==> src/rtl/rsa_result_serializer.sv <==
// rtl/rsa_result_serializer.sv - two-entry RSA result buffer serialized into WORD_W-bit words
// Optional trailing XOR checksum word per result when RSA_SER_CHECKSUM_EN is defined.
module rsa_result_serializer #(
    parameter int KEY_W  = 256,
    parameter int WORD_W = 32
) (
    input  logic              clk,
    input  logic              rst,
    input  logic              i_valid,
    output logic              i_ready,
    input  logic [KEY_W-1:0]  i_data,
    output logic              o_valid,
    input  logic              o_ready,
    output logic [WORD_W-1:0] o_word,
    output logic              o_last,
    output logic              o_busy
);
    localparam int NWORD = KEY_W / WORD_W;
`ifdef RSA_SER_CHECKSUM_EN
    localparam int LAST_IDX = NWORD;
`else
    localparam int LAST_IDX = NWORD - 1;
`endif
    localparam int IDX_W = (LAST_IDX > 0) ? $clog2(LAST_IDX + 1) : 1;

    if (KEY_W % WORD_W != 0) begin : g_width_check
        $fatal(1, "KEY_W must be a multiple of WORD_W");
    end

    logic [KEY_W-1:0]  mem [2];
    logic [1:0]        count;
    logic              wr_ptr;
    logic              rd_ptr;
    logic [IDX_W-1:0]  idx;
    logic [WORD_W-1:0] data_word;
    logic              push;
    logic              xfer;
    logic              pop;

    // i_ready comes only from registered count (and reset), never from o_ready/i_valid
    assign i_ready = rst && (count != 2'd2);
    assign o_valid = (count != 2'd0);
    assign o_busy  = (count != 2'd0);
    assign o_last  = o_valid && (idx == IDX_W'(LAST_IDX));
    assign push    = i_valid && i_ready;
    assign xfer    = o_valid && o_ready;
    assign pop     = xfer && o_last;

    always_comb begin
        data_word = '0;
        for (int k = 0; k < NWORD; k++) begin
            if (idx == IDX_W'(k)) begin
                data_word = mem[rd_ptr][k*WORD_W +: WORD_W];
            end
        end
    end

`ifdef RSA_SER_CHECKSUM_EN
    logic [WORD_W-1:0] csum;

    always_comb begin
        csum = '0;
        for (int k = 0; k < NWORD; k++) begin
            csum = csum ^ mem[rd_ptr][k*WORD_W +: WORD_W];
        end
    end

    assign o_word = !o_valid ? '0 : ((idx == IDX_W'(NWORD)) ? csum : data_word);
`else
    assign o_word = o_valid ? data_word : '0;
`endif

    always_ff @(posedge clk) begin
        if (!rst) begin
            count  <= 2'd0;
            wr_ptr <= 1'b0;
            rd_ptr <= 1'b0;
            idx    <= '0;
        end else begin
            if (push) begin
                wr_ptr <= ~wr_ptr;
            end
            if (xfer) begin
                if (o_last) begin
                    idx    <= '0;
                    rd_ptr <= ~rd_ptr;
                end else begin
                    idx <= idx + IDX_W'(1);
                end
            end
            case ({push, pop})
                2'b10:   count <= count + 2'd1;
                2'b01:   count <= count - 2'd1;
                default: count <= count;
            endcase
        end
    end

    // Entry under read is never the write target: at count==1 the pointers differ, at count==2 no push.
    always_ff @(posedge clk) begin
        if (push) begin
            mem[wr_ptr] <= i_data;
        end
    end
endmodule

==> config.mk <==
export PLATFORM = sky130hd
export DESIGN_NAME = rsa_result_serializer
export DESIGN_NICKNAME = d
export VERILOG_FILES = /design/src/rtl/rsa_result_serializer.sv
export SDC_FILE = /design/constraint.sdc
export NUM_CORES = 1
export LEC_CHECK = 0
export ABC_AREA = 0
export CORE_MARGIN = 3
export CORE_UTILIZATION = 35
export DETAILED_ROUTE_END_ITERATION = 12
export PLACE_DENSITY_LB_ADDON = 0.08
export SYNTH_ARGS = -nofsm -noshare
export SYNTH_HDL_FRONTEND = slang
export SYNTH_SLANG_ARGS = --single-unit
==> constraint.sdc <==
create_clock -name clk -period 18.6 [get_ports clk]
set_input_delay 3.72 -clock clk [delete_from_list [all_inputs] [get_ports clk]]
set_output_delay 3.72 -clock clk [all_outputs]
set_load 0.005 [all_outputs]
==> results of run 1 <==
[cell usage after synthesis (all sizes together)]
cell type  instances
o21ai             66
nor3b             32
a21oi             67
o211ai             1
nand2             35
a21boi             2
or3                1
and2               6
nand2b             1
o22ai             64
dfxtp              8
nor3               2
a31oi             32
nor2b              4
clkbuf            40
mux2i            256
a211oi            32
inv                6
o21a               2
nor2               2
ha                 7
buf               45
edfxtp           512
nand3             33
xnor2              3
or3b               2
and3               2
[layout by cell type, fill, tap and decap left out, drive strengths merged]
cell type,netlist,layout
a211oi,32,32
a21boi,2,2
a21oi,67,67
a31oi,32,32
and2,6,6
and3,2,2
buf,45,17
bufinv,0,3
clkbuf,40,70
clkdlybuf4s50,0,295
clkinv,0,29
clkinvlp,0,1
dfxtp,8,8
diode,0,3
edfxtp,512,512
ha,7,7
inv,6,9
mux2i,256,256
nand2,35,35
nand2b,1,1
nand3,33,33
nor2,2,2
nor2b,4,4
nor3,2,2
nor3b,32,32
o211ai,1,1
o21a,2,2
o21ai,66,66
o22ai,64,64
or3,1,1
or3b,2,2
xnor2,3,3
[registers in the layout (all words and copies together) (netlist names), named ones only]
name,count
wr_ptr,1
rd_ptr,1
idx,3
mem,512
count,2
[layout make-up]
type	count	area, sq um	area share
flip-flops and latches	520	15500	0.591
multi-input cells	652	4930	0.187
repair buffers	312	3110	0.118
clock buffers	70	1480	0.0561
well taps	765	957	0.0364
clock inverters	36	264	0.0100
inverters	6	22.5	0.000856
diodes	3	7.51	0.000285
[worst max path at each step]
stage | depth (start not counted) | start | slack [ns] | endpoint
after CTS | 3 | rst | 9.72 | i_ready
after global routing | 3 | rst | 9.68 | i_ready
after floorplan | 4 | rst | 2.94 | wr_ptr$_SDFFE_PN0P_
after detailed placement | 3 | rst | 9.73 | i_ready
after global placement | 3 | rst | 9.72 | i_ready
final | 3 | rst | 9.74 | i_ready
[power breakdown]
part	switching (mW)	internal (mW)	leakage [nW]	total, mW
Clock	0.451	0.604	0.862	1.05
Combinational	0.0941	0.0839	2.24	0.178
Sequential	0.00863	1.33	4.77	1.34
Total	0.553	2.02	7.86	2.57
[layer usage]
layer / part of all wire / wire length [um] / track usage / vias to the layer above
li1: - / - / - / 5623
met1: 0.47 / 25900 / 0.249 / 5998
met2: 0.47 / 25900 / 0.271 / 283
met3: 0.047 / 2610 / 0.0286 / 64
met4: 0.017 / 940 / 0.0450 / 2
met5: 0.00018 / 10 / 0 / -
[cells by family after synthesis]
family | share of synthesized area
and+or+nand+nor | 0.0316
xor gates and xnor gates | 0.00126
AOI/OAI and AO/OA | 0.0739
buffers and inverters | 0.0222
DFF | 0.744
adders and majority gates | 0.00419
muxes | 0.123
[stage by stage]
step                power, mW  cells  utilization  cell area [sq um]  setup slack (ns)
floorplan                1.44   1263            -              20900              2.94
global placement         1.54   2255        0.421              24500              9.72
detailed placement       1.55   2255        0.421              24500              9.73
CTS                      2.61   2361        0.450              26300              9.72
global route             2.67   2361        0.450              26300              9.68
finish                   2.57   2364        0.451              26300              9.74
[critical path, stage by stage]
cell	delay, ns
sky130_fd_sc_hd__clkdlybuf4s50_1	0.64
sky130_fd_sc_hd__o21a_1	0.20
sky130_fd_sc_hd__clkdlybuf4s50_1	0.58
==> run summary, run 1 <==
The vertical extent of the die was 250 um; the number of vias after detailed routing was 12000. Hold violation count in the final report: 0. The number of vias per cell is 5.06, and the overflow left after global routing is 0. In this run the worst hold path is classified as flop to flop. The tools report the number of iterations in the first detailed-routing pass as 5. The proportion of layout cells with a drive suffix above 1 came out at 0.0695. The worst hold path was traced through 2 stages. The critical path launch point type was a primary input. The H-tree was split into 2 levels.

Entering global routing, the biggest net connects 172 pins. The clock input transition at the sequential cells of the worst setup and hold paths came out at 0.06 ns. The share of Yosys cell area claimed by the top area cell type was 0.736.

By area the synthesized netlist is led by sky130_fd_sc_hd__edfxtp_1 74%, sky130_fd_sc_hd__mux2i_1 12%, sky130_fd_sc_hd__o22ai_1 1.9%. The run gives 0 as the total of endpoints with negative setup slack in the final report. The setup path with the least slack is of type primary input to output pin. The run gives 0.204 as the worst slew margin relative to its limit. The run finished with clean final reports. In this run, post-CTS repair resized a total of 0 instances.

The floorplan step defined a die boundary enclosing 0.0626 sq mm. Estimated wirelength of the detail-placed design: 33.5 mm. Across the VDD grid, the largest voltage drop is 0.0661 mV.

The quantity of hold-fixing buffers added after cts is 0. The number of nets handed over by synthesis was 1530. For the required arrival time at the worst endpoint, the log shows 14.88 ns. For the number of nets still failing antenna checks after routing, the log shows 0. TritonCTS built the clock tree. The tools report the count of nets after finishing as 1816.

The tools report the worst setup slack for register-to-register paths as 15.25 ns. The longest clock path from root to sink contains 3 buffers. The worst hold path terminates at idx[1]$_SDFFE_PN0P_.

The startpoint of the lowest-slack register-to-register path is count[0]$_SDFFE_PN0P_. The count of routing violations after the opening detailed-route iteration is 711. Setup repair after global routing left no endpoint under its margin. The initial antenna violation count is 5.

Dividing the detail-routed wire length by the instance count gives 23.4 um. In the routed design, unresolved DRC markers number 0. The number of cells on the worst reg-to-reg path is 4.

The clock tree skew after final layout came out at 0.00687 ns. The die is 250 um wide. The area of the core is 0.0584 sq mm, and the critical path data arrival time is 5.14 ns.

The logs give 0.172 for the global router's overall resource usage and 0.726 for the last weighted congestion value of the routability-driven placer. Synthesis inferred 520 register bits. Effective utilization at floorplan: 0.358.

The number of clock buffers added by TritonCTS is 57. The clock reaches the later pin of the worst-skew pair after 0.60 ns. Slew at the pin closest to its max-slew limit: 1.19 ns.

Of all cell types, the one taking the most synthesized area is sky130_fd_sc_hd__edfxtp_1. Dividing total power by cell area gives a power density of 97.9 mW/mm^2. The total routed wirelength is 55.3 mm. The count of clock tree sinks is 520, and the layout overhead on the synthesized area is 25.9%. The mean post-synth cell area was 16.5 sq um. The tree is rooted in a sky130_fd_sc_hd__clkbuf_16. The post-route fraction of the period consumed by the critical path was 0.477. After synthesis, the netlist uses 33 different library cells. The run gives 296 as the number of top-level pins. The clock period could shrink to 8.86 ns.

The final total negative setup slack was 0 ns. The worst-case hold slack was 0.515 ns; the number of placement rows was 88. The logs give 1263 for the synthesized instance count and 0 for the number of setup buffers added after CTS.

Summed over all cells, the static leakage comes to 7.86 nW. Yosys printed 0 warnings. The run gives 0.744 as the post-synthesis sequential area ratio. Across the run, the number of max-cap violations was 0.

The worst register-to-register path ends at mem[0][77]$_DFFE_PP_. The global-route wire length before repair is 80.2 mm, and the largest fanout on the critical path is 10. The number of global-route vias before repair was 12100.

Buffers placed on the I/O ports in this run total 295. The nature of the critical path endpoint was an output pin. The filler cells instantiated in the layout total 5184. The worst hold path startpoint is idx[1]$_SDFFE_PN0P_. Final count of pins violating max slew: 0.

Derived from the worst setup path, the maximum achievable clock frequency is 0.113 GHz. The synthesized area is 0.0209 sq mm.
(Power assumes the default switching activity.)
==> run 2: changes to the inputs <==
==> constraint.sdc (replaced) <==
create_clock -name clk -period 7.5 [get_ports clk]
set_input_delay 1.5 -clock clk [delete_from_list [all_inputs] [get_ports clk]]
set_output_delay 1.5 -clock clk [all_outputs]
set_load 0.005 [all_outputs]
==> run 2 against run 1 <==
Clock power grew to 2.6 times the previous value. Count of clock-buffer cells in the layout shrank 2. Largest cell class unchanged. Worst setup slack lost 7.9 ns.
==> run summary, run 2 (synthesis gave the netlist of run 1 again) <==
The met3 layer usage reported by global route was 0.0440; the global-route met1 utilization was 0.253. The clock passes through at most 3 buffers. The tools report the total of endpoints with negative setup slack in the final report as 0. The layer flagged by global routing as most heavily used is met2.

The final count of pins violating max slew is 0, and the longest individual stage delay on the worst path is 0.96 ns. The worst setup slack for register-to-register paths is 4.87 ns, and the final total negative setup slack is 0 ns. At the pin with the least slew margin, the transition time is 1.13 ns. For this block, the initial DRC count from the detailed router was 850. The tools report the endpoint of the worst hold path as idx[1]$_SDFFE_PN0P_.

The first global-routing pass estimated 80.8 mm of wire. In the layout the commonest cells are 512 x sky130_fd_sc_hd__edfxtp_1, 295 x sky130_fd_sc_hd__clkdlybuf4s50_1, 256 x sky130_fd_sc_hd__mux2i_1. The endpoint identified for the worst register-to-register timing path is mem[0][118]$_DFFE_PP_.

The number of global-route vias before repair was 11900. For the worst-skew pair, the clock arrives at the later sink with an insertion delay of 0.61 ns. The worst setup path is launched from a flop. The nature of the critical path endpoint is an output pin. Estimated wirelength of the detail-placed design: 34.3 mm.

The startpoint of the lowest-slack register-to-register path was count[0]$_SDFFE_PN0P_. The clock input transition at the sequential cells of the worst setup and hold paths is 0.06 ns, and the pre-CTS worst setup slack is 2.48 ns. Leaving out fill and tap cells, the most frequent cell in the layout is sky130_fd_sc_hd__edfxtp_1. For the combinational fraction of design power, the log shows 0.069. The cell family contributing the most delay on the critical path is compound AO/OA/AOI/OAI gates. The type of the setup path with the least slack is flop to output pin.

The worst path meets setup with 1.87 ns of slack. The count of clock tree sinks came out at 520. The tools report the initial antenna violation count as 11. TritonCTS built the clock tree.

The worst hold path depth works out to 2. Counting flops per register, the top entry is mem. The count of cells in the finished layout, fillers not included, comes to 2362.

The final layout contains routed wiring with a total length of 56.2 mm. The standby leakage power came out at 7.89 nW. In the final routed layout, each cell accounts on average for 23.8 um. CTS built an H-tree with a depth of 2.

For the last weighted congestion value of the routability-driven placer, the log shows 0.731. The largest registers in the layout are mem (512), idx (3), count (2). The overflow left after global routing is 0, and the met2 track demand over resource is 0.263.

The number of top-level pins came out at 296. In this run the vertical extent of the chip is 250 um. The effective utilization at floorplan was 0.358. The number of cells on the worst reg-to-reg path was 4; the flip-flop count of the largest register, all copies and words added was 512. After detailed placement, the design holds a cell count of 2252.

The design draws 6.50 mW. In this run the worst path has a maximum fanout of 32. For the proportion of power drawn by flip-flops and latches, the log shows 0.512. The cell sitting at the root of the clock tree is a sky130_fd_sc_hd__clkbuf_16. The number of iterations in the first detailed-routing pass is 5, and the horizontal die dimension is 250 um. Clock skew on the completed layout was measured at 0.0138 ns. The hold violation count in the final report is 0, and the count of port buffers added during placement is 295. The logs give 5165 for the filler cell count in the final layout and 0 for the number of DRC violations after detailed routing. The proportion of layout cells with a drive suffix above 1 came out at 0.0659. Across all hold checks on the routed design, the worst slack comes to 0.523 ns. The net switching share of the total power was 0.214; the quantity of hold-fixing buffers added after cts was 0. The worst hold path begins at idx[1]$_SDFFE_PN0P_.

The core region is 0.0584 sq mm. For this run, the post-layout net count is 1813. Global router's overall resource usage: 0.174. Setup repair after global routing left no endpoint under its margin. The flow ran to the end, and the final reports show no timing, DRC or antenna violations. The maximum VDD drop was 0.169 mV. The critical path data arrival time was 4.13 ns; the number of nets still failing antenna checks after routing was 0.

Reported max-cap violation count: 0. The tools report the worst slew margin relative to its limit as 0.243. The type of the tightest min-delay check is flop to flop. Among all stages on the critical path, the largest delay is contributed by sky130_fd_sc_hd__a211oi_1. The number of buffer and inverter instances along the worst setup path is 2, and the switching power of the nets is 1.39 mW. The routed design could run at a clock period as short as 5.63 ns. The die covers 0.0626 sq mm. The detailed router placed 12100 vias in this run. Counting the buffers created by CTS gives 57. Static timing analysis puts the maximum clock frequency at 0.177 GHz. Traced cell by cell, the critical path runs through inv_1 > ha_1 > or3b_2 > o22ai_1 > a211oi_1 > o21ai_1 > clkdlybuf4s50_1.

The layout overhead on the synthesized area came out at 26.4%. The number of setup buffers added after CTS is 0. Power spread over the standard cell area amounts to 246 mW/mm^2. Cell internal power was estimated by the tool at 5.11 mW. STA puts the critical path data required time at 6.00 ns.

The tools report the share of total power in the clock network as 0.419. The floorplan has 88 rows. The post-route fraction of the period consumed by the critical path was 0.751; the number of vias per cell was 5.10. Gates resized during post-CTS repair numbered 0. Entering global routing, the biggest net connects 155 pins.
==> run 2: changes by cell type in the layout (fill, tap and decap cells not counted), moves of 3 or more <==
cell                        change
sky130_fd_sc_hd__bufinv_16      +3
sky130_fd_sc_hd__clkinv_1       +5
sky130_fd_sc_hd__clkinv_2       -5
sky130_fd_sc_hd__buf_12         +4
sky130_fd_sc_hd__buf_4          -7
==> run 2: power groups by stage <==
stage | logic [mW] | clock network [mW] | registers (mW)
3_5_place_dp | 0.451 | 0 | 3.39
3_3_place_gp | 0.446 | 0 | 3.39
6_report | 0.445 | 2.72 | 3.33
4_1_cts | 0.452 | 2.81 | 3.33
2_1_floorplan | 0.163 | 0 | 3.39
5_1_grt | 0.481 | 2.92 | 3.33
==> run 2: how the worst max path moves through the flow <==
stage          slack (ns)                start  depth (start not counted)             endpoint
6_report             1.87  idx[0]$_SDFFE_PN0P_                          7            o_word[1]
5_1_grt              1.68  idx[0]$_SDFFE_PN0P_                          7            o_word[1]
4_1_cts              1.81  idx[0]$_SDFFE_PN0P_                          7            o_word[1]
3_5_place_dp         2.48  idx[0]$_SDFFE_PN0P_                          7            o_word[1]
3_3_place_gp         2.46  idx[0]$_SDFFE_PN0P_                          7            o_word[1]
2_1_floorplan        1.33                  rst                          3  mem[0][0]$_DFFE_PP_
==> run 2: per-stage QoR <==
step / utilization / area [sq um]
after global routing: 0.452 / 26400
after floorplan: - / 20900
final: 0.452 / 26400
after global placement: 0.421 / 24600
after CTS: 0.452 / 26400
after detailed placement: 0.421 / 24600
==> run 2: cell type report <==
type | count | area (sq um) | area share
well taps | 765 | 957 | 0.0363
repair buffers | 309 | 3130 | 0.119
clock inverters | 38 | 344 | 0.0130
clock buffers | 68 | 1470 | 0.0556
flip-flops and latches | 520 | 15500 | 0.589
multi-input cells | 652 | 4930 | 0.187
inverters | 6 | 22.5 | 0.000853
diodes | 4 | 10.0 | 0.000379
==> run 2: per-layer routing <==
metal	share of wire	routed length, um
met5	0.0013	71
met4	0.017	929
met3	0.059	3330
met2	0.45	25200
met1	0.48	26700
==> run 2: tightest hold or removal path, stage by stage (launching register included) <==
cell and delay [ns]:
sky130_fd_sc_hd__dfxtp_1 0.34, sky130_fd_sc_hd__nand2_1 0.06, sky130_fd_sc_hd__a21boi_0 0.07
==> run 3: changes to the inputs <==
==> constraint.sdc (replaced) <==
create_clock -name clk -period 5.38 [get_ports clk]
set_input_delay 1.076 -clock clk [delete_from_list [all_inputs] [get_ports clk]]
set_output_delay 1.076 -clock clk [all_outputs]
set_load 0.005 [all_outputs]
==> run 3 against run 2 <==
Power up 35%. Global-route usage about the same. Critical path depth stayed put. Final cell count barely moved. First-iteration DRC count is 15% lower. Count of clock-buffer cells in the layout grew 1. Register-to-register slack got worse by 2.3 ns. Sequential share of layout area grew 0.23 points. Worst setup slack worse by 1.6 ns. Cell area is 0.39% lower. Largest power group unchanged. Highest routed layer unchanged.
==> run summary, run 3 (synthesis gave the netlist of run 1 again) <==
After floorplanning, the core was divided into 88 placement rows. The logs give 0.0263 sq mm for the area of all placed cells without fillers and 12000 for the number of global-route vias before repair. Setup repair after global routing left no endpoint under its margin. The final count of pins violating max slew was 0.

The tools report the cell at the root of the clock tree as sky130_fd_sc_hd__clkbuf_16. The number of vias per cell works out to 5.05. The worst path needs 5.08 ns of the cycle, external delays included.

The effective utilization at floorplan is 0.358, and the maximum VDD drop is 0.235 mV. In the layout the commonest cells are 512 x sky130_fd_sc_hd__edfxtp_1, 295 x sky130_fd_sc_hd__clkdlybuf4s50_1, 256 x sky130_fd_sc_hd__mux2i_1. The horizontal die dimension is 250 um. The worst register-to-register path begins at idx[0]$_SDFFE_PN0P_. The quantity of hold-fixing buffers added after cts is 0.

The total of endpoints with negative setup slack in the final report was 0. Input and output buffers added on the ports amount to 295. The post-placement cell area was 0.0246 sq mm; the total routed wirelength was 55.7 mm.

The count of cells in the finished layout, fillers not included, comes to 2363. The estimated wirelength of the detail-placed design is 34.7 mm. Vertical extent of the die: 250 um.

The end-of-flow core utilization was 0.451. Layout overhead on the synthesized area: 25.9%. For the hold violation count in the final report, the log shows 0. The largest registers in the layout are mem (512), idx (3), count (2). Number of vias after detailed routing: 11900. The clock input transition at the sequential cells of the worst setup and hold paths was 0.06 ns. The register with the most flip-flops in the layout has 512 of them. The flow ran to the end, and the final reports show no timing, DRC or antenna violations. The number of iterations in the first detailed-routing pass is 5.

The tools report the critical path launch point type as a flop. In this run the number of H-tree levels came out at 2. For the post-cts gate resize count, the log shows 0. TritonCTS built the clock tree. The worst hold path belongs to the class flop to flop.

In the final design database the tool counted 1819 nets. After detailed routing, the average wire length per cell comes to 23.6 um. The worst register-to-register path ends at count[1]$_SDFFE_PN0P_. Global router's overall resource usage: 0.173. In this run, the number of DRC markers left after iteration 0 of detailed routing was 721. The logs give 0 ns for the final total negative setup slack and 56 for the total CTS buffers. The full die area came out at 0.0626 sq mm.

The area of the core was 0.0584 sq mm; the proportion of layout cells with a drive suffix above 1 was 0.0657. The logs give 0 for the number of nets still failing antenna checks after routing and 0.743 for the last weighted congestion value of the routability-driven placer. The post-route fraction of the period consumed by the critical path works out to 0.944. For this run, design rule violations remaining after detail routing come to 0.

The least setup slack across all paths after layout is 0.299 ns. The worst register-to-register path has a depth of 7. In this run the worst path has a maximum fanout of 32.

Ranked by flip-flop count, first place goes to mem. The logs give 2259 for the number of placed instances with taps included and 0.0229 ns for the clock tree skew after final layout. The reported max-cap violation count was 0. Power spread over the standard cell area amounts to 333 mW/mm^2. The logs give 3 for the initial antenna violation count and 0.60 ns for the latest clock arrival within the worst-skew pair.

The library cell used most frequently in the layout, excluding fill and tap cells, is sky130_fd_sc_hd__edfxtp_1. For the global-route wire length before repair, the log shows 80.6 mm. STA classifies the critical path endpoint as an output pin. The tree built by TritonCTS fans out to 520 sinks. Entering global routing, the biggest net connects 117 pins. The setup path with the least slack is of type flop to output pin. The run gives 296 as the number of top-level pins. The run gives 3 as the maximum number of buffers from clock root to sink.

At the placement stage, the worst setup path has a slack of 0.884 ns. For the critical path data arrival time, the log shows 4.01 ns. The overflow left after global routing came out at 0. The most critical setup path has its endpoint at o_word[1]. The number of setup buffers added after CTS is 0, and the total chip power is 8.75 mW. The upper clock frequency limit is 0.197 GHz. At the worst endpoint, the required time is 4.30 ns. The tools report the worst setup path startpoint as idx[0]$_SDFFE_PN0P_. The tightest hold path in the finished design has a slack of 0.529 ns. In this run the static leakage power is 7.85 nW.

The slew at the pin closest to its max-slew limit is 1.21 ns, and the worst slew margin relative to its limit is 0.189. The worst register-to-register path has a setup slack of 2.54 ns.
## run 3: worst min path at each step
| stage | startpoint | to | slack (ns) | cells past startpoint |
|---|---|---|---|---|
| final | idx[1]$_SDFFE_PN0P_ | idx[1]$_SDFFE_PN0P_ | 0.53 | 2 |
| after global routing | idx[1]$_SDFFE_PN0P_ | idx[1]$_SDFFE_PN0P_ | 0.56 | 2 |
| after CTS | idx[1]$_SDFFE_PN0P_ | idx[1]$_SDFFE_PN0P_ | 0.53 | 2 |
| after detailed placement | idx[1]$_SDFFE_PN0P_ | idx[1]$_SDFFE_PN0P_ | 0.52 | 2 |
| after global placement | idx[1]$_SDFFE_PN0P_ | idx[1]$_SDFFE_PN0P_ | 0.50 | 2 |
| after floorplan | idx[1]$_SDFFE_PN0P_ | idx[1]$_SDFFE_PN0P_ | 0.48 | 2 |
## run 3: layout make-up
type / instances / area, sq um
Inverter: 6 / 22.5
Antenna cell: 1 / 2.50
Clock buffer: 69 / 1470
Sequential cell: 520 / 15500
Timing Repair Buffer: 316 / 3200
Fill cell: 5190 / 32100
Tap cell: 765 / 957
Clock inverter: 34 / 184
Multi-Input combinational cell: 652 / 4920
## run 3: report_power, final
group	internal, mW	total, mW	switching [mW]
clock	1.97	3.49	1.52
sequential	4.61	4.64	0.0299
combinational	0.291	0.619	0.328
## run 3: routing by layer
layer,GRT usage,wire (um)
met3,0.0275,2720
met4,0.0432,910
met2,0.262,25100
met1,0.261,27000
met5,0,13
## run 3: worst max-delay path: stages, from the launching register on
cell,delay (ns)
sky130_fd_sc_hd__dfxtp_1,0.40
sky130_fd_sc_hd__inv_1,0.11
sky130_fd_sc_hd__ha_1,0.22
sky130_fd_sc_hd__or3b_2,0.85
sky130_fd_sc_hd__o22ai_1,0.21
sky130_fd_sc_hd__a211oi_1,0.91
sky130_fd_sc_hd__o21ai_1,0.21
sky130_fd_sc_hd__clkdlybuf4s50_1,0.49
